File: src/rtl/pulse_analyzer_if.sv
// pulse_analyzer_if: loop-back measurement bundle.
// master drives arm_i/pulse_i and reads the results.
// slave (the analyzer) drives the measured fields,
// busy_o and the one-cycle valid_o strobe.
interface pulse_analyzer_if;
   logic        arm_i;
   logic        pulse_i;
   logic [15:0] delay_o;
   logic [7:0]  width_o;
   logic [7:0]  num_pulses_o;
   logic [15:0] pulse_spacing_o;
   logic        overflow_o;
   logic        busy_o;
   logic        valid_o;

   modport master (
      output arm_i,
      output pulse_i,
      input  delay_o,
      input  width_o,
      input  num_pulses_o,
      input  pulse_spacing_o,
      input  overflow_o,
      input  busy_o,
      input  valid_o
   );

   modport slave (
      input  arm_i,
      input  pulse_i,
      output delay_o,
      output width_o,
      output num_pulses_o,
      output pulse_spacing_o,
      output overflow_o,
      output busy_o,
      output valid_o
   );
endinterface

File: src/rtl/pulse_analyzer.sv
// pulse_analyzer: measures delay, first width, count and first
// spacing of a pulse train sampled on clk after an arm strobe.
// Ports: clk, rst (async, active-high), bus (slave modport):
//   arm_i/pulse_i in; delay/width/num_pulses/spacing,
//   overflow, busy and the one-cycle valid strobe out.
module pulse_analyzer #(
   parameter logic [15:0] IDLE_GAP = 16'd65535
) (
   input logic             clk,
   input logic             rst,
   pulse_analyzer_if.slave bus
);

   typedef enum logic [1:0] {
      ST_IDLE,
      ST_WAIT,
      ST_HIGH,
      ST_LOW
   } state_e;

   state_e      state_q, state_d;
   logic [15:0] delay_q, delay_d;
   logic [7:0]  width_q, width_d;
   logic [7:0]  num_q, num_d;
   logic [15:0] spacing_q, spacing_d;
   logic [15:0] run_q, run_d;
   logic        ovf_q, ovf_d;
   logic        busy_q, busy_d;
   logic        valid_q, valid_d;
   logic        first_pulse;

   function automatic logic [15:0] inc16(input logic [15:0] v);
      return (v == 16'hFFFF) ? v : v + 16'd1;
   endfunction

   // Width and gap-1 spacing only track while exactly one
   // pulse has been counted; the count never decreases.
   assign first_pulse = (num_q == 8'd1);

   always_comb begin
      state_d   = state_q;
      delay_d   = delay_q;
      width_d   = width_q;
      num_d     = num_q;
      spacing_d = spacing_q;
      run_d     = run_q;
      ovf_d     = ovf_q;
      valid_d   = 1'b0;

      unique case (state_q)
         ST_IDLE: begin
            // pulse_i on the arm edge is deliberately ignored
            if (bus.arm_i) begin
               state_d   = ST_WAIT;
               delay_d   = 16'd0;
               width_d   = 8'd0;
               num_d     = 8'd0;
               spacing_d = 16'd0;
               run_d     = 16'd0;
               ovf_d     = 1'b0;
            end
         end

         ST_WAIT: begin
            if (bus.pulse_i) begin
               num_d   = 8'd1;
               width_d = 8'd1;
               run_d   = 16'd1;
               state_d = ST_HIGH;
            end else begin
               delay_d = inc16(delay_q);
               // no pulse within the delay range: timeout
               if (delay_d == 16'hFFFF) begin
                  ovf_d   = 1'b1;
                  state_d = ST_IDLE;
                  valid_d = 1'b1;
               end
            end
         end

         ST_HIGH: begin
            if (bus.pulse_i) begin
               run_d = inc16(run_q);
               if (first_pulse) begin
                  if (width_q == 8'hFF) begin
                     ovf_d = 1'b1;
                  end else begin
                     width_d = width_q + 8'd1;
                  end
               end
               // stuck high: abandon with overflow
               if (run_d == IDLE_GAP) begin
                  ovf_d   = 1'b1;
                  state_d = ST_IDLE;
                  valid_d = 1'b1;
               end
            end else begin
               run_d   = 16'd1;
               state_d = ST_LOW;
               if (first_pulse) begin
                  spacing_d = 16'd1;
               end
            end
         end

         ST_LOW: begin
            if (!bus.pulse_i) begin
               run_d = inc16(run_q);
               if (first_pulse) begin
                  spacing_d = inc16(spacing_q);
               end
               // long enough idle: train is over
               if (run_d == IDLE_GAP) begin
                  state_d = ST_IDLE;
                  valid_d = 1'b1;
                  if (first_pulse) begin
                     spacing_d = 16'd0;
                  end
               end
            end else begin
               if (num_q == 8'hFF) begin
                  ovf_d = 1'b1;
               end else begin
                  num_d = num_q + 8'd1;
               end
               run_d   = 16'd1;
               state_d = ST_HIGH;
            end
         end

         default: begin
            state_d = ST_IDLE;
         end
      endcase

      busy_d = (state_d != ST_IDLE);
   end

   always_ff @(posedge clk or posedge rst) begin
      if (rst) begin
         state_q   <= ST_IDLE;
         delay_q   <= 16'd0;
         width_q   <= 8'd0;
         num_q     <= 8'd0;
         spacing_q <= 16'd0;
         run_q     <= 16'd0;
         ovf_q     <= 1'b0;
         busy_q    <= 1'b0;
         valid_q   <= 1'b0;
      end else begin
         state_q   <= state_d;
         delay_q   <= delay_d;
         width_q   <= width_d;
         num_q     <= num_d;
         spacing_q <= spacing_d;
         run_q     <= run_d;
         ovf_q     <= ovf_d;
         busy_q    <= busy_d;
         valid_q   <= valid_d;
      end
   end

   assign bus.delay_o         = delay_q;
   assign bus.width_o         = width_q;
   assign bus.num_pulses_o    = num_q;
   assign bus.pulse_spacing_o = spacing_q;
   assign bus.overflow_o      = ovf_q;
   assign bus.busy_o          = busy_q;
   assign bus.valid_o         = valid_q;

endmodule

File: src/flat_wrapper.sv
// flat-port wrapper written by rule: the top's interface ports become plain ports
module pulse_analyzer_flat 
#(
   parameter logic [15:0] IDLE_GAP = 16'd65535
)
  (clk, rst, bus_arm_i, bus_pulse_i, bus_delay_o, bus_width_o, bus_num_pulses_o, bus_pulse_spacing_o, bus_overflow_o, bus_busy_o, bus_valid_o);
  pulse_analyzer_if bus_i ();
  input logic clk;
  input logic rst;
  input wire logic [$bits(bus_i.arm_i)-1:0] bus_arm_i;
  input wire logic [$bits(bus_i.pulse_i)-1:0] bus_pulse_i;
  output wire logic [$bits(bus_i.delay_o)-1:0] bus_delay_o;
  output wire logic [$bits(bus_i.width_o)-1:0] bus_width_o;
  output wire logic [$bits(bus_i.num_pulses_o)-1:0] bus_num_pulses_o;
  output wire logic [$bits(bus_i.pulse_spacing_o)-1:0] bus_pulse_spacing_o;
  output wire logic [$bits(bus_i.overflow_o)-1:0] bus_overflow_o;
  output wire logic [$bits(bus_i.busy_o)-1:0] bus_busy_o;
  output wire logic [$bits(bus_i.valid_o)-1:0] bus_valid_o;
  assign bus_i.arm_i = bus_arm_i;
  assign bus_i.pulse_i = bus_pulse_i;
  assign bus_delay_o = bus_i.delay_o;
  assign bus_width_o = bus_i.width_o;
  assign bus_num_pulses_o = bus_i.num_pulses_o;
  assign bus_pulse_spacing_o = bus_i.pulse_spacing_o;
  assign bus_overflow_o = bus_i.overflow_o;
  assign bus_busy_o = bus_i.busy_o;
  assign bus_valid_o = bus_i.valid_o;
  pulse_analyzer #(.IDLE_GAP(IDLE_GAP)) u_core (.clk(clk), .rst(rst), .bus(bus_i));
endmodule
File: config.mk
export PLATFORM = sky130hd
export DESIGN_NAME = pulse_analyzer_flat
export DESIGN_NICKNAME = d
export VERILOG_FILES = /design/src/rtl/pulse_analyzer_if.sv /design/src/rtl/pulse_analyzer.sv /design/src/flat_wrapper.sv
export SDC_FILE = /design/constraint.sdc
export NUM_CORES = 1
export LEC_CHECK = 0
export BUFFER_PORTS_ARGS = -buffer_cell sky130_fd_sc_hd__buf_2
export CORE_ASPECT_RATIO = 2
export CORE_UTILIZATION = 60
export DETAILED_ROUTE_END_ITERATION = 10
export HOLD_SLACK_MARGIN = 0.06
export PLACE_DENSITY = 0.93
export SLEW_MARGIN = 30
export SYNTH_ARGS = -nofsm -noshare
export SYNTH_HDL_FRONTEND = slang
export SYNTH_SLANG_ARGS = --single-unit
File: constraint.sdc
create_clock -name clk -period 7.17 [get_ports clk]
set_input_delay 1.0755 -clock clk [delete_from_list [all_inputs] [get_ports clk]]
set_output_delay 1.0755 -clock clk [all_outputs]
set_load 0.02 [all_outputs]
---- Yosys cells after proc, flatten, opt, wreduce, memory -nomap -nowiden ----
Cells that the tools add are included.
Widths: inputs -> output; s select.
storage, ports and cells
  memories kept ........................... 0
  output and inout port bits .............. 51
  logic and storage cells ................. 100
  register bits after elaboration ......... 69
  ROM bits ................................ 0
  bits in writable memories ............... 0
  bits of input ports ..................... 4
  latch bits .............................. 0
operators by class
  bitwise gates (word level) .............. 0
  add/subtract/negate cells ............... 5
  div/mod/pow operators ................... 0
  multiply operators ...................... 0
  muxes and demuxes ....................... 49
  order comparisons ....................... 0
  reduce and logical (&&, ||, !) cells .... 12
  equality and inequality tests ........... 25
  shifts and indexed selects .............. 0
operators with widths
  cell                   count
  $mux 16                14
  $eq 16x16->1 const B   5
  $pmux 16 s4            1
  $mux 8                 7
  $add 16x1->16 const B  3
  $pmux 16 s3            1
  $pmux 8 s3             2
  $pmux 16 s2            1
  $ne 2x2->1 const B     9
  $add 8x1->8 const B    2
  $eq 8x8->1 const B     2
  $mux 1                 14
  $mux 2                 6
  $reduce_and 5->1       2
  $reduce_bool 3->1      3
  $eq 8x1->1 const B     1
  $pmux 2 s4             1
  $reduce_and 8->1       1
  $ne 2x1->1 const B     3
  $ne 3x1->1 const B     2
  $reduce_and 6->1       1
  $eq 2x2->1 const B     2
  $pmux 1 s4             1
  $reduce_bool 2->1      2
  5 further kinds        5

---- Depth between registers and ports, before layout ----
  word-level depth ........................ 7
  mapped depth ............................ 11
  mapped depth without buffers ............ 10

---- Least setup slack after synthesis ----
OpenSTA, ideal clock, no wires.
  path type ............................... register to register
  from .................................... reg u_core.delay_q[0], in the netlist u_core.bus.delay_o[0]
  to ...................................... reg u_core.busy_q, in the netlist u_core.bus.busy_o
  library setup time ...................... 0.139 ns
  setup slack ............................. 4.357 ns
  stages on the path, launching flop included .. 11
  period minus slack after synthesis ...... 2.813 ns
  buffers on the path ..................... 1
  data required time ...................... 7.031 ns
  data arrival time ....................... 2.675 ns
  cell sequence ........................... dfrtp_1 > ha_1 > buf_2 > nand3_1 > xnor2_1 > a31oi_1 > a2111oi_0 > o2111a_1 > nand2b_1 > a211oi_1 > or4_1
on the way
  longest elaborated chain between the ends .. 7
  elaborated cells between the ends (all ways) .. 8
  classes of those cells .................. add/sub (1); eq/ne (2); mux (4); reduce/logical (1)
ends and longest elaborated chain
  what                                           line                   text
  start: declaration                             pulse_analyzer.sv:22   logic [15:0] delay_q, delay_d;
  start signal: assignment                       pulse_analyzer.sv:152  delay_q <= delay_d;
  $add 16x1->16 or $eq 16x16->1 (tied branches)  pulse_analyzer.sv:33   return (v == 16'hFFFF) ? v : v + 16'd1;
  $mux 16 (*)                                    pulse_analyzer.sv:33
  $eq 16x16->1 (*)                               pulse_analyzer.sv:73   if (delay_d == 16'hFFFF) begin
  $mux 2 (*)                                     pulse_analyzer.sv:73
  $mux 2 (*)                                     pulse_analyzer.sv:65   if (bus.pulse_i) begin
  $pmux 2 s4 (*)                                 pulse_analyzer.sv:50   unique case (state_q)
  $reduce_bool 2->1 (*)                          pulse_analyzer.sv:136  busy_d = (state_d != ST_IDLE);
  named net u_core.busy_d                        pulse_analyzer.sv:28   logic busy_q, busy_d;
  end signal: assignment                         pulse_analyzer.sv:158  busy_q <= busy_d;
  end: declaration                               pulse_analyzer.sv:28
The timed path passes the listed nets; every way through them passes the cells marked *.
A chain may end at the register's enable or synchronous reset.

---- Worst setup path after layout ----
  from .................................... reg u_core.run_q[0]
  to ...................................... reg u_core.spacing_q[11], in the netlist u_core.bus.pulse_spacing_o[11]
on the way
  longest elaborated chain between the ends .. 6
  elaborated cells between the ends (all ways) .. 7
  classes of those cells .................. add/sub (1); eq/ne (2); mux (4)
ends and longest elaborated chain
  what                                           line                   text
  start: declaration                             pulse_analyzer.sv:26   logic [15:0] run_q, run_d;
  start signal: assignment                       pulse_analyzer.sv:156  run_q <= run_d;
  $add 16x1->16 or $eq 16x16->1 (tied branches)  pulse_analyzer.sv:33
  $mux 16 (*)                                    pulse_analyzer.sv:33
  $eq 16x16->1 (*)                               pulse_analyzer.sv:113  if (run_d == IDLE_GAP) begin
  $mux 16 (*)                                    pulse_analyzer.sv:113
  $mux 16 (*)                                    pulse_analyzer.sv:107  if (!bus.pulse_i) begin
  $pmux 16 s3 (*)                                pulse_analyzer.sv:50
  end signal: assignment                         pulse_analyzer.sv:155  spacing_q <= spacing_d;
  end: declaration                               pulse_analyzer.sv:25   logic [15:0] spacing_q, spacing_d;
Every way passes the cells marked *; elsewhere a longest branch is shown, timed or not. The select of a mux whose other input is x is not followed.

==> metrics.txt <==
die height roughly 130 microns; Worst-Margin Slew approximately 0.83 ns; Final Worst Setup Slack between 3 and 4 ns; count of non-filler cells in the finished layout 690; die area between 8000 and 9000 sq um; total chip power between 0.0015 and 0.002 W; Mapped Cells around 560; CORE AREA ~7500 sq um; largest net degree at the start of global routing 70; final setup TNS 0 ns; global-route wire length before repair between 20000 and 25000 microns; Synthesis Warnings 0; drt drc 0; reg2reg start u_core.run_q[0]$_DFFE_PP0P_; syn avg cell area about 8.3 sq um; Port Buffers 54; crit end category flop; Data arrival, critical path about 3.9 ns; maximum VDD drop about 250 uV; synthesized flop and latch total 69; Static Leak ~2.3 nW; Post-Syn Nets roughly 570; Core Util, Final slightly below 70%; post-synth top area cell dfrtp_1; Hold Crit Start u_core.bus.width_o[6]$_DFFE_PP0P_; n_diodes 0; min cycle time layout 3.68 ns; CTS HTree Levels 3; Max Cap Viol 0; top-area cell type share of the netlist area a little under two fifths; GRT Total Usage 33.4%; clock skew around 0.0054 ns; crit-path max FO 20; leading cell types by total area after synthesis dfrtp_1, o21ai_0, nand2_1; Worst R2R Setup Slack between 3 and 4 ns; via/cell ratio 6.87; EDFF count, synth 0; # clock sinks just under 70; clock latency on the worst-skew pair about 0.34 ns; Worst R2R Path Depth 9; final hold violation count 0; share of cells above drive strength 1 roughly 15%; HP Class flop to flop; # IOs between 50 and 60; 1st-pass router iterations 5; Setup WS pre-CTS 3.57 ns; post-synthesis sequential area ratio approximately 37%; DRT iter0 DRCs between 400 and 500; Commonest cells post-synth dfrtp_1, nand2_1, o21ai_0; critical path class flop to flop; RSZ-0062 raised after global routing no; library cells used by synthesis 70; CTS Root Cell clkbuf_16; crit start category flop; ys flop type dfrtp_1; hold path depth 1; FF-to-FF End u_core.bus.pulse_spacing_o[11]$_DFFE_PP0P_; Cell Pwr Density between 300 and 400 nW/um^2; routability cong. just over 1; FP Rows 45; number of global-route vias before repair approximately 4500; area of the multi-input gates approximately 2700 sq um; initial antenna violation count 0; grt total ovfl 0; Req. time, crit path around 7.4 ns; Layout Area Growth over Synthesis 11.9%; via count roughly 4700; Worst-path clk slew approximately 0.050 ns; Initial Utilization between 60% and 70%; DRT antenna net count 0; Total Wirelength roughly 13000 microns; dpl cells about 680; post-CTS sizing 0; status completed; WL/cell between 15 and 20 microns; HPWL after DPL 9090 microns; Final nets slightly above 600; CTS max path bufs 2; chip width around 64 microns; Setup violations, final 0; Storage cell area 1730 sq um; number of post-CTS setup repair buffers 0; mapped cell area approximately 4600 sq um; # fillers roughly 630; async set-reset flop share out of synthesis 100%; Slew Limit Fails 0; hold_buf cts 0; FMAX around 270 MHz; most common cell in the netlist dfrtp_1; hold endpoint u_core.bus.width_o[6]$_DFFE_PP0P_; fin crit share 51.3%; total CTS buffers 9; Max-Slew Margin vs Limit between 40% and 50%; CTS tree yes
==> placed cells by master (no fill, tap or decap), types with 10 or more instances in the layout <==
master	count
nand2_1	66
inv_1	13
and3_1	12
nor2_1	34
nor3_1	10
nand3_1	43
dfrtp_1	69
or4_1	11
ha_1	11
o31ai_1	15
a21oi_1	37
a31oi_1	14
buf_2	54
o21ai_0	51
nand4_1	11
==> worst max-delay path by stage <==
stage / to / slack, ns / start
6_report: u_core.bus.pulse_spacing_o[11]$_DFFE_PP0P_ / 3.49 / u_core.run_q[0]$_DFFE_PP0P_
5_1_grt: u_core.bus.pulse_spacing_o[11]$_DFFE_PP0P_ / 3.20 / u_core.run_q[0]$_DFFE_PP0P_
4_1_cts: u_core.bus.pulse_spacing_o[6]$_DFFE_PP0P_ / 3.58 / u_core.run_q[0]$_DFFE_PP0P_
3_5_place_dp: u_core.bus.pulse_spacing_o[6]$_DFFE_PP0P_ / 3.57 / u_core.run_q[0]$_DFFE_PP0P_
3_3_place_gp: u_core.bus.pulse_spacing_o[6]$_DFFE_PP0P_ / 3.75 / u_core.run_q[0]$_DFFE_PP0P_
2_1_floorplan: u_core.bus.busy_o$_DFF_PP0_ / 4.35 / rst
==> sequential cells by signal, summed over array words and instances (netlist names) <==
signal                      cells
u_core.bus.busy_o               1
u_core.bus.delay_o             16
u_core.bus.num_pulses_o         8
u_core.bus.overflow_o           1
u_core.bus.pulse_spacing_o     16
u_core.bus.valid_o              1
u_core.bus.width_o              8
u_core.run_q                   16
u_core.state_q                  2
==> per-layer routing <==
| layer | share of wire [%] | global-route usage, % | up-vias |
|---|---|---|---|
| li1 | - | - | 2166 |
| met1 | 37 | 36.6 | 2257 |
| met2 | 54 | 60.2 | 252 |
| met3 | 4.9 | 5.58 | 62 |
| met4 | 4.6 | 17.6 | 0 |
| met5 | 0 | 0 | - |
==> cells by family (layout without fill, tap and decap cells) <==
family                   count (synthesis)  after routing  share of synthesized area, %
AND/OR/NAND/NOR                        243            243                          28.2
AO/OA/AOI/OAI                          173            173                          24.2
flip-flops                              69             69                          37.2
buffers and inverters                   45             84                          4.12
adder cells (fa/ha/maj)                 11             11                          2.96
XOR/XNOR                                 8              8                          1.51
multiplexers                             8              8                          1.78
==> cell type report <==
class,count,share of cell area (%)
repair buffers,56,5.56
well taps,94,2.26
clock buffers,12,4.74
inverters,14,1.01
flip-flops and latches,69,33.2
multi-input cells,443,52.6
clock inverters,2,0.674
==> worst max-delay path, stage by stage (launching register included) <==
cell,delay (ns)
dfrtp_1,0.48
ha_1,0.32
nand3_2,0.18
nor2_2,0.24
nand3_1,0.47
a21o_2,0.39
a211oi_4,0.57
or2_1,0.57
or4_1,0.21
o211ai_1,0.09
==> stage by stage <==
step	area, sq um	hold WS (ns)
after CTS	5200	0.504
after floorplan	4650	0.516
after global routing	5200	0.537
after global placement	4910	0.481
final	5200	0.507
after detailed placement	4920	0.496
==> power by group <==
part	switching [W]	internal, W	total [W]
logic	0.000483	0.000212	0.000696
registers	0.0000703	0.000435	0.000505
clock network	0.000166	0.000274	0.000441
total	0.000720	0.000922	0.00164
(Power assumes the default switching activity.)
